### config.mk
export PLATFORM = sky130hd
export DESIGN_NAME = telemetry_uart_tx
export DESIGN_NICKNAME = d
export VERILOG_FILES = /design/src/rtl/telemetry_uart_tx_pkg.sv /design/src/rtl/telemetry_uart_tx_byte.sv /design/src/rtl/telemetry_uart_tx.sv
export SDC_FILE = /design/constraint.sdc
export NUM_CORES = 1
export LEC_CHECK = 0
export BUFFER_PORTS_ARGS = -buffer_cell sky130_fd_sc_hd__buf_4
export CELL_PAD_IN_SITES_DETAIL_PLACEMENT = 0
export CELL_PAD_IN_SITES_GLOBAL_PLACEMENT = 1
export CORE_AREA = 2 2 57 113
export DETAILED_ROUTE_END_ITERATION = 7
export DIE_AREA = 0 0 59 115
export PLACE_DENSITY = 0.79
export SLEW_MARGIN = 20
export SYNTH_ARGS = -nofsm -noshare
export SYNTH_HDL_FRONTEND = slang
export SYNTH_SLANG_ARGS = --single-unit
### constraint.sdc
create_clock -name clk50mhz -period 2.7 [get_ports clk50mhz]
set_input_delay 0.405 -clock clk50mhz [delete_from_list [all_inputs] [get_ports clk50mhz]]
set_output_delay 0.405 -clock clk50mhz [all_outputs]
set_load 0.05 [all_outputs]
### src/rtl/telemetry_uart_tx_pkg.sv
// rtl/telemetry_uart_tx_pkg.sv - shared UART line constants, frame layout and FSM encoding
package telemetry_uart_tx_pkg;

  localparam int CLK_FREQ  = 50000000;
  localparam int BAUD_RATE = 9600;
  localparam int BAUD_TICK = CLK_FREQ / BAUD_RATE;

  localparam logic [7:0] FRAME_HDR = 8'hA5;
  localparam int         FRAME_LEN = 4;

  localparam logic [1:0] ST_IDLE  = 2'd0;
  localparam logic [1:0] ST_START = 2'd1;
  localparam logic [1:0] ST_DATA  = 2'd2;
  localparam logic [1:0] ST_STOP  = 2'd3;

  function automatic logic [7:0] frame_checksum(input logic [7:0] x, input logic [7:0] y);
    return FRAME_HDR ^ x ^ y;
  endfunction

endpackage

### src/rtl/telemetry_uart_tx_byte.sv
// rtl/telemetry_uart_tx_byte.sv - 8N1 byte serializer (module uart_tx_byte) with baud counter
module uart_tx_byte
  import telemetry_uart_tx_pkg::*;
#(
  parameter int BAUD_TICK = telemetry_uart_tx_pkg::BAUD_TICK
) (
  input  logic       clk,
  input  logic       rst,
  input  logic       byte_valid,
  input  logic [7:0] byte_data,
  output logic       byte_done,
  output logic       uart_tx
);

  localparam int CNT_W = (BAUD_TICK > 1) ? $clog2(BAUD_TICK) : 1;
  localparam logic [CNT_W-1:0] CNT_RELOAD = CNT_W'(BAUD_TICK - 1);

  logic [1:0]       state_q, state_d;
  logic [CNT_W-1:0] cnt_q, cnt_d;
  logic [2:0]       bit_idx_q, bit_idx_d;
  logic [7:0]       shift_q, shift_d;
  logic             tx_q, tx_d;
  logic             accept;

  // byte_done marks the last cycle of the stop bit so a new byte can load with no gap
  assign byte_done = (state_q == ST_STOP) && (cnt_q == '0);
  assign accept    = byte_valid && ((state_q == ST_IDLE) || byte_done);
  assign uart_tx   = tx_q;

  always_comb begin
    state_d   = state_q;
    cnt_d     = cnt_q;
    bit_idx_d = bit_idx_q;
    shift_d   = shift_q;
    tx_d      = tx_q;
    case (state_q)
      ST_START: begin
        if (cnt_q == '0) begin
          state_d   = ST_DATA;
          cnt_d     = CNT_RELOAD;
          bit_idx_d = 3'd0;
          tx_d      = shift_q[0];
        end else begin
          cnt_d = cnt_q - CNT_W'(1);
        end
      end
      ST_DATA: begin
        if (cnt_q == '0) begin
          cnt_d = CNT_RELOAD;
          if (bit_idx_q == 3'd7) begin
            state_d = ST_STOP;
            tx_d    = 1'b1;
          end else begin
            bit_idx_d = bit_idx_q + 3'd1;
            shift_d   = {1'b0, shift_q[7:1]};
            tx_d      = shift_q[1];
          end
        end else begin
          cnt_d = cnt_q - CNT_W'(1);
        end
      end
      ST_STOP: begin
        if (cnt_q == '0) begin
          state_d = ST_IDLE;
        end else begin
          cnt_d = cnt_q - CNT_W'(1);
        end
      end
      default: begin
        tx_d = 1'b1;
      end
    endcase
    if (accept) begin
      state_d   = ST_START;
      cnt_d     = CNT_RELOAD;
      bit_idx_d = 3'd0;
      shift_d   = byte_data;
      tx_d      = 1'b0;
    end
  end

  always_ff @(posedge clk) begin
    if (rst) begin
      state_q   <= ST_IDLE;
      cnt_q     <= '0;
      bit_idx_q <= 3'd0;
      shift_q   <= 8'h00;
      tx_q      <= 1'b1;
    end else begin
      state_q   <= state_d;
      cnt_q     <= cnt_d;
      bit_idx_q <= bit_idx_d;
      shift_q   <= shift_d;
      tx_q      <= tx_d;
    end
  end

endmodule

### src/rtl/telemetry_uart_tx.sv
// rtl/telemetry_uart_tx.sv - 4-byte telemetry frame sequencer (header, X, Y, checksum) over UART
module telemetry_uart_tx
  import telemetry_uart_tx_pkg::*;
#(
  parameter int CLK_FREQ  = telemetry_uart_tx_pkg::CLK_FREQ,
  parameter int BAUD_RATE = telemetry_uart_tx_pkg::BAUD_RATE,
  parameter int BAUD_TICK = CLK_FREQ / BAUD_RATE
) (
  input  logic       clk50mhz,
  input  logic       rst,
  input  logic [7:0] tx_x,
  input  logic [7:0] tx_y,
  input  logic       tx_valid,
  output logic       tx_ready,
  output logic       uart_tx,
  output logic       busy
);

  logic       active_q, active_d;
  logic [1:0] byte_idx_q, byte_idx_d;
  logic [7:0] x_q, x_d;
  logic [7:0] y_q, y_d;
  logic       frame_accept;
  logic       byte_valid;
  logic       byte_done;
  logic [7:0] byte_data;

  assign tx_ready     = !active_q;
  assign busy         = active_q;
  assign frame_accept = tx_valid && !active_q;
  assign byte_valid   = frame_accept ||
                        (active_q && byte_done && (byte_idx_q != 2'(FRAME_LEN - 1)));

  // byte_idx_q is the byte currently on the line, so the next one is idx+1
  always_comb begin
    byte_data = FRAME_HDR;
    if (!frame_accept) begin
      case (byte_idx_q)
        2'd0:    byte_data = x_q;
        2'd1:    byte_data = y_q;
        default: byte_data = frame_checksum(x_q, y_q);
      endcase
    end
  end

  always_comb begin
    active_d   = active_q;
    byte_idx_d = byte_idx_q;
    x_d        = x_q;
    y_d        = y_q;
    if (frame_accept) begin
      active_d   = 1'b1;
      byte_idx_d = 2'd0;
      x_d        = tx_x;
      y_d        = tx_y;
    end else if (active_q && byte_done) begin
      if (byte_idx_q == 2'(FRAME_LEN - 1)) begin
        active_d   = 1'b0;
        byte_idx_d = 2'd0;
      end else begin
        byte_idx_d = byte_idx_q + 2'd1;
      end
    end
  end

  always_ff @(posedge clk50mhz) begin
    if (rst) begin
      active_q   <= 1'b0;
      byte_idx_q <= 2'd0;
      x_q        <= 8'h00;
      y_q        <= 8'h00;
    end else begin
      active_q   <= active_d;
      byte_idx_q <= byte_idx_d;
      x_q        <= x_d;
      y_q        <= y_d;
    end
  end

  uart_tx_byte #(
    .BAUD_TICK(BAUD_TICK)
  ) u_byte (
    .clk       (clk50mhz),
    .rst       (rst),
    .byte_valid(byte_valid),
    .byte_data (byte_data),
    .byte_done (byte_done),
    .uart_tx   (uart_tx)
  );

endmodule

==> flow_summary.yaml <==
run_status:
  outcome: "finished, final reports clean"
critical_path:
  cp_max_fo: 10
  timing.critical_path.slowest_cell_delay_ps: 510
  crit_path_cell_trace: "nor4_4 > and4_1 > nor2_1 > o21ai_2 > a21oi_1"
  path_delay_family: "simple AND/OR/NAND/NOR gates"
  rrSetupSlack_ps: 510
  cp.arrival_ps: 2340
  critPathBufInv: 0
  required_time_of_the_worst_setup_path_ps: 2850
  cp-end-kind: "flop"
  critical_path.startpoint_type: "flop"
  timing_worst_setup_path_type: "flop to flop"
  timing.critical_path.slowest_stage_cell: "sky130_fd_sc_hd__nor4_4"
placed_design:
  post-dp-hpwl_um: 4210
  globalplace.congestion: 0.822
  placed_inst_area_sq_um: 2720
  port_buffers: 21
yosys:
  synth_ff_type: "sky130_fd_sc_hd__dfxtp_1"
  synthesis.instances: 313
  synth.yosys.seq_area_share_pct: 36.5
  ys_ff_latch: 46
  yosysWarningCount: 0
  ys_types: 56
  synthesis.area_sq_um: 2520
  async_flop_share_pct: 0
  syn_area_per_cell_sq_um: 8.05
  number_of_enable_type_register_cells_in_the_synthesized_netlist: 0
  synth.net_count: 343
flow_run:
  cap_violations: 0
grt:
  via_count_of_the_first_global_routing_pass: 2210
  globalRoute.totalOverflow: 0
  first_pass_grt_wire_length_um: 9970
  antenna_found_initial: 0
  global_route.usage.total_pct: 18.9
  grt_max_degree: 33
drt:
  drc_errors: 0
  drt.antenna.violating_nets: 0
  detail_route.iter0.violations: 86
  top_layer_used: "met4"
  route.final.wire_length_um: 5840
  num_vias: 2296
  met3WireLength_um: 167
  firstDrtPassIters: 4
  post_drt_wl_per_cell_um: 14.8
  detail_route.vias_per_cell: 5.83
  drt-met1-wl_um: 2660
  dr_wl_met2_um: 2900
clocking:
  worstSkewPairLatency_ps: 290
  cts_inserted_buffers: 5
  cts_resized: 0
  sink_count_of_the_clock_tree: 46
  htreeDepth: 2
  path_clk_slew_ps: 60
  buffers_from_clock_root_to_sink_at_most: 2
  clock-root-buffer: "sky130_fd_sc_hd__clkbuf_16"
  postCtsHoldBufs: 0
  cts_tree: "yes"
  cts.repair_timing.setup_buffer_count: 0
timing:
  final_max_slew_viol_count: 0
  final_min_period_over_clock_period_pct: 81.1
  worst_setup_skew_after_layout_ps: 4.22
  finalHoldViolations: 0
  min_period_ps: 2190
  grt_setup_unrepaired: "false"
  slew-limit-headroom_pct: 59.5
  fin_setup_tns_ps: 0
  final-setup-viol-count: 0
  slew_at_the_pin_with_the_worst_max_slew_slack_ps: 604
  maximum_clock_rate_mhz: 456
final_layout:
  synthToLayoutAreaGrowth_pct: 14.0
  antennaDiodeCount: 0
  layout_common_cells: "50 x sky130_fd_sc_hd__nand2_1, 46 x sky130_fd_sc_hd__dfxtp_1, 37 x sky130_fd_sc_hd__a21oi_1"
  layout.cells.most_common: "sky130_fd_sc_hd__nand2_1"
  final_nets: 360
  share_of_final_layout_standard_cells_stronger_than_drive_strength_1_pct: 15.4
  seqCellArea_sq_um: 921
  fill_cells: 608
  multi_input_area_sq_um: 1490
  layout.cell_area.non_filler_sq_um: 2870
power:
  vdd_ir_drop_max_v: 0.000773
  power.leakage_uw: 0.00108
  pwr_density_cell_nw_per_um2: 984
floorplan:
  die_height_um: 115
  dieArea_sq_um: 6790
  floorplan.rows: 40
  io-pin-count: 22
  start_util_pct: 42.7
  die_width_um: 59
  core_sq_um: 5910
worst_hold_path:
  min_path_type: "input pin to flop"
## where the power goes
part | internal [uW] | total, uW | switching, uW
sequential | 820 | 975 | 155
combinational | 475 | 1230 | 753
clock | 366 | 626 | 259
total | 1660 | 2830 | 1170
## cells in the mapped netlist (3+ instances only)
library cell               number  share of area [%]
sky130_fd_sc_hd__clkbuf_1      12                1.8
sky130_fd_sc_hd__a22oi_1        3               0.89
sky130_fd_sc_hd__a211oi_1       6                1.8
sky130_fd_sc_hd__inv_1          9                1.3
sky130_fd_sc_hd__a221oi_2       4                2.4
sky130_fd_sc_hd__ha_1          11                5.5
sky130_fd_sc_hd__nor2_1        26                3.9
sky130_fd_sc_hd__nand2b_1       3               0.74
sky130_fd_sc_hd__o21ai_0       25                5.0
sky130_fd_sc_hd__mux2i_1       10                4.0
sky130_fd_sc_hd__nand2_1       50                7.4
sky130_fd_sc_hd__dfxtp_1       46                 37
sky130_fd_sc_hd__a21oi_1       37                7.3
sky130_fd_sc_hd__nor4_1         6                1.5
sky130_fd_sc_hd__or3_1          3               0.74
sky130_fd_sc_hd__nor2b_1        3               0.74
sky130_fd_sc_hd__nor3_1        10                2.0
sky130_fd_sc_hd__nand3_1        4               0.79
## cell families after synthesis
logic type	after synthesis	share of synthesized area [%]
muxes	10	3.97
adders and majority gates	11	5.46
AOI/OAI and AO/OA	95	24.1
DFF	46	36.5
and+or+nand+nor	125	25.4
buffers and inverters	26	4.52
## worst min-delay path, stage by stage
cell	delay, ps
sky130_fd_sc_hd__buf_4	110
sky130_fd_sc_hd__nand2_1	50
sky130_fd_sc_hd__a21oi_1	50
## metal layers
layer | track usage (%) | vias to the layer above
li1 | - | 1158
met1 | 24.3 | 1081
met2 | 30.2 | 50
met3 | 3.71 | 7
met4 | 8.03 | 0
met5 | 0 | -
## state kept, by name (all words and copies together) (netlist names)
name / cells
y_q: 8
x_q: 8
u_byte.shift_q: 8
u_byte.state_q: 2
u_byte.bit_idx_q: 3
u_byte.cnt_q: 13
busy: 1
byte_idx_q: 2
u_byte.uart_tx: 1
## final timing paths
kind | startpoint | endpoint | cells after the start
min | tx_y[4] | y_q[4]$_SDFFE_PP0P_ | 3
min reg2reg | x_q[4]$_SDFFE_PP0P_ | x_q[4]$_SDFFE_PP0P_ | 2
max reg2reg | u_byte.cnt_q[2]$_SDFFE_PP0P_ | u_byte.cnt_q[5]$_SDFFE_PP0P_ | 5
max | u_byte.cnt_q[2]$_SDFFE_PP0P_ | u_byte.cnt_q[5]$_SDFFE_PP0P_ | 5
## metrics by stage
stage | total power (uW) | hold slack (ps) | util, % | setup WS [ps] | cells
floorplan | 1880 | 441 | - | 630 | 313
global placement | 2180 | 455 | 46.1 | 580 | 386
detailed placement | 2200 | 459 | 46.1 | 521 | 386
CTS | 2840 | 355 | 48.6 | 519 | 394
global route | 3030 | 357 | 48.6 | 270 | 394
finish | 2830 | 359 | 48.6 | 509 | 394
## area by class of cell
cell class	count	share of cell area (%)
clock buffer	6	4.83
sequential	46	32.1
tap	63	2.74
clock inverter	2	0.436
inverter	9	1.18
timing repair buffer	27	7.06
multi-input combinational	241	51.7
No activity file was read; power rests on OpenSTA's default activity.
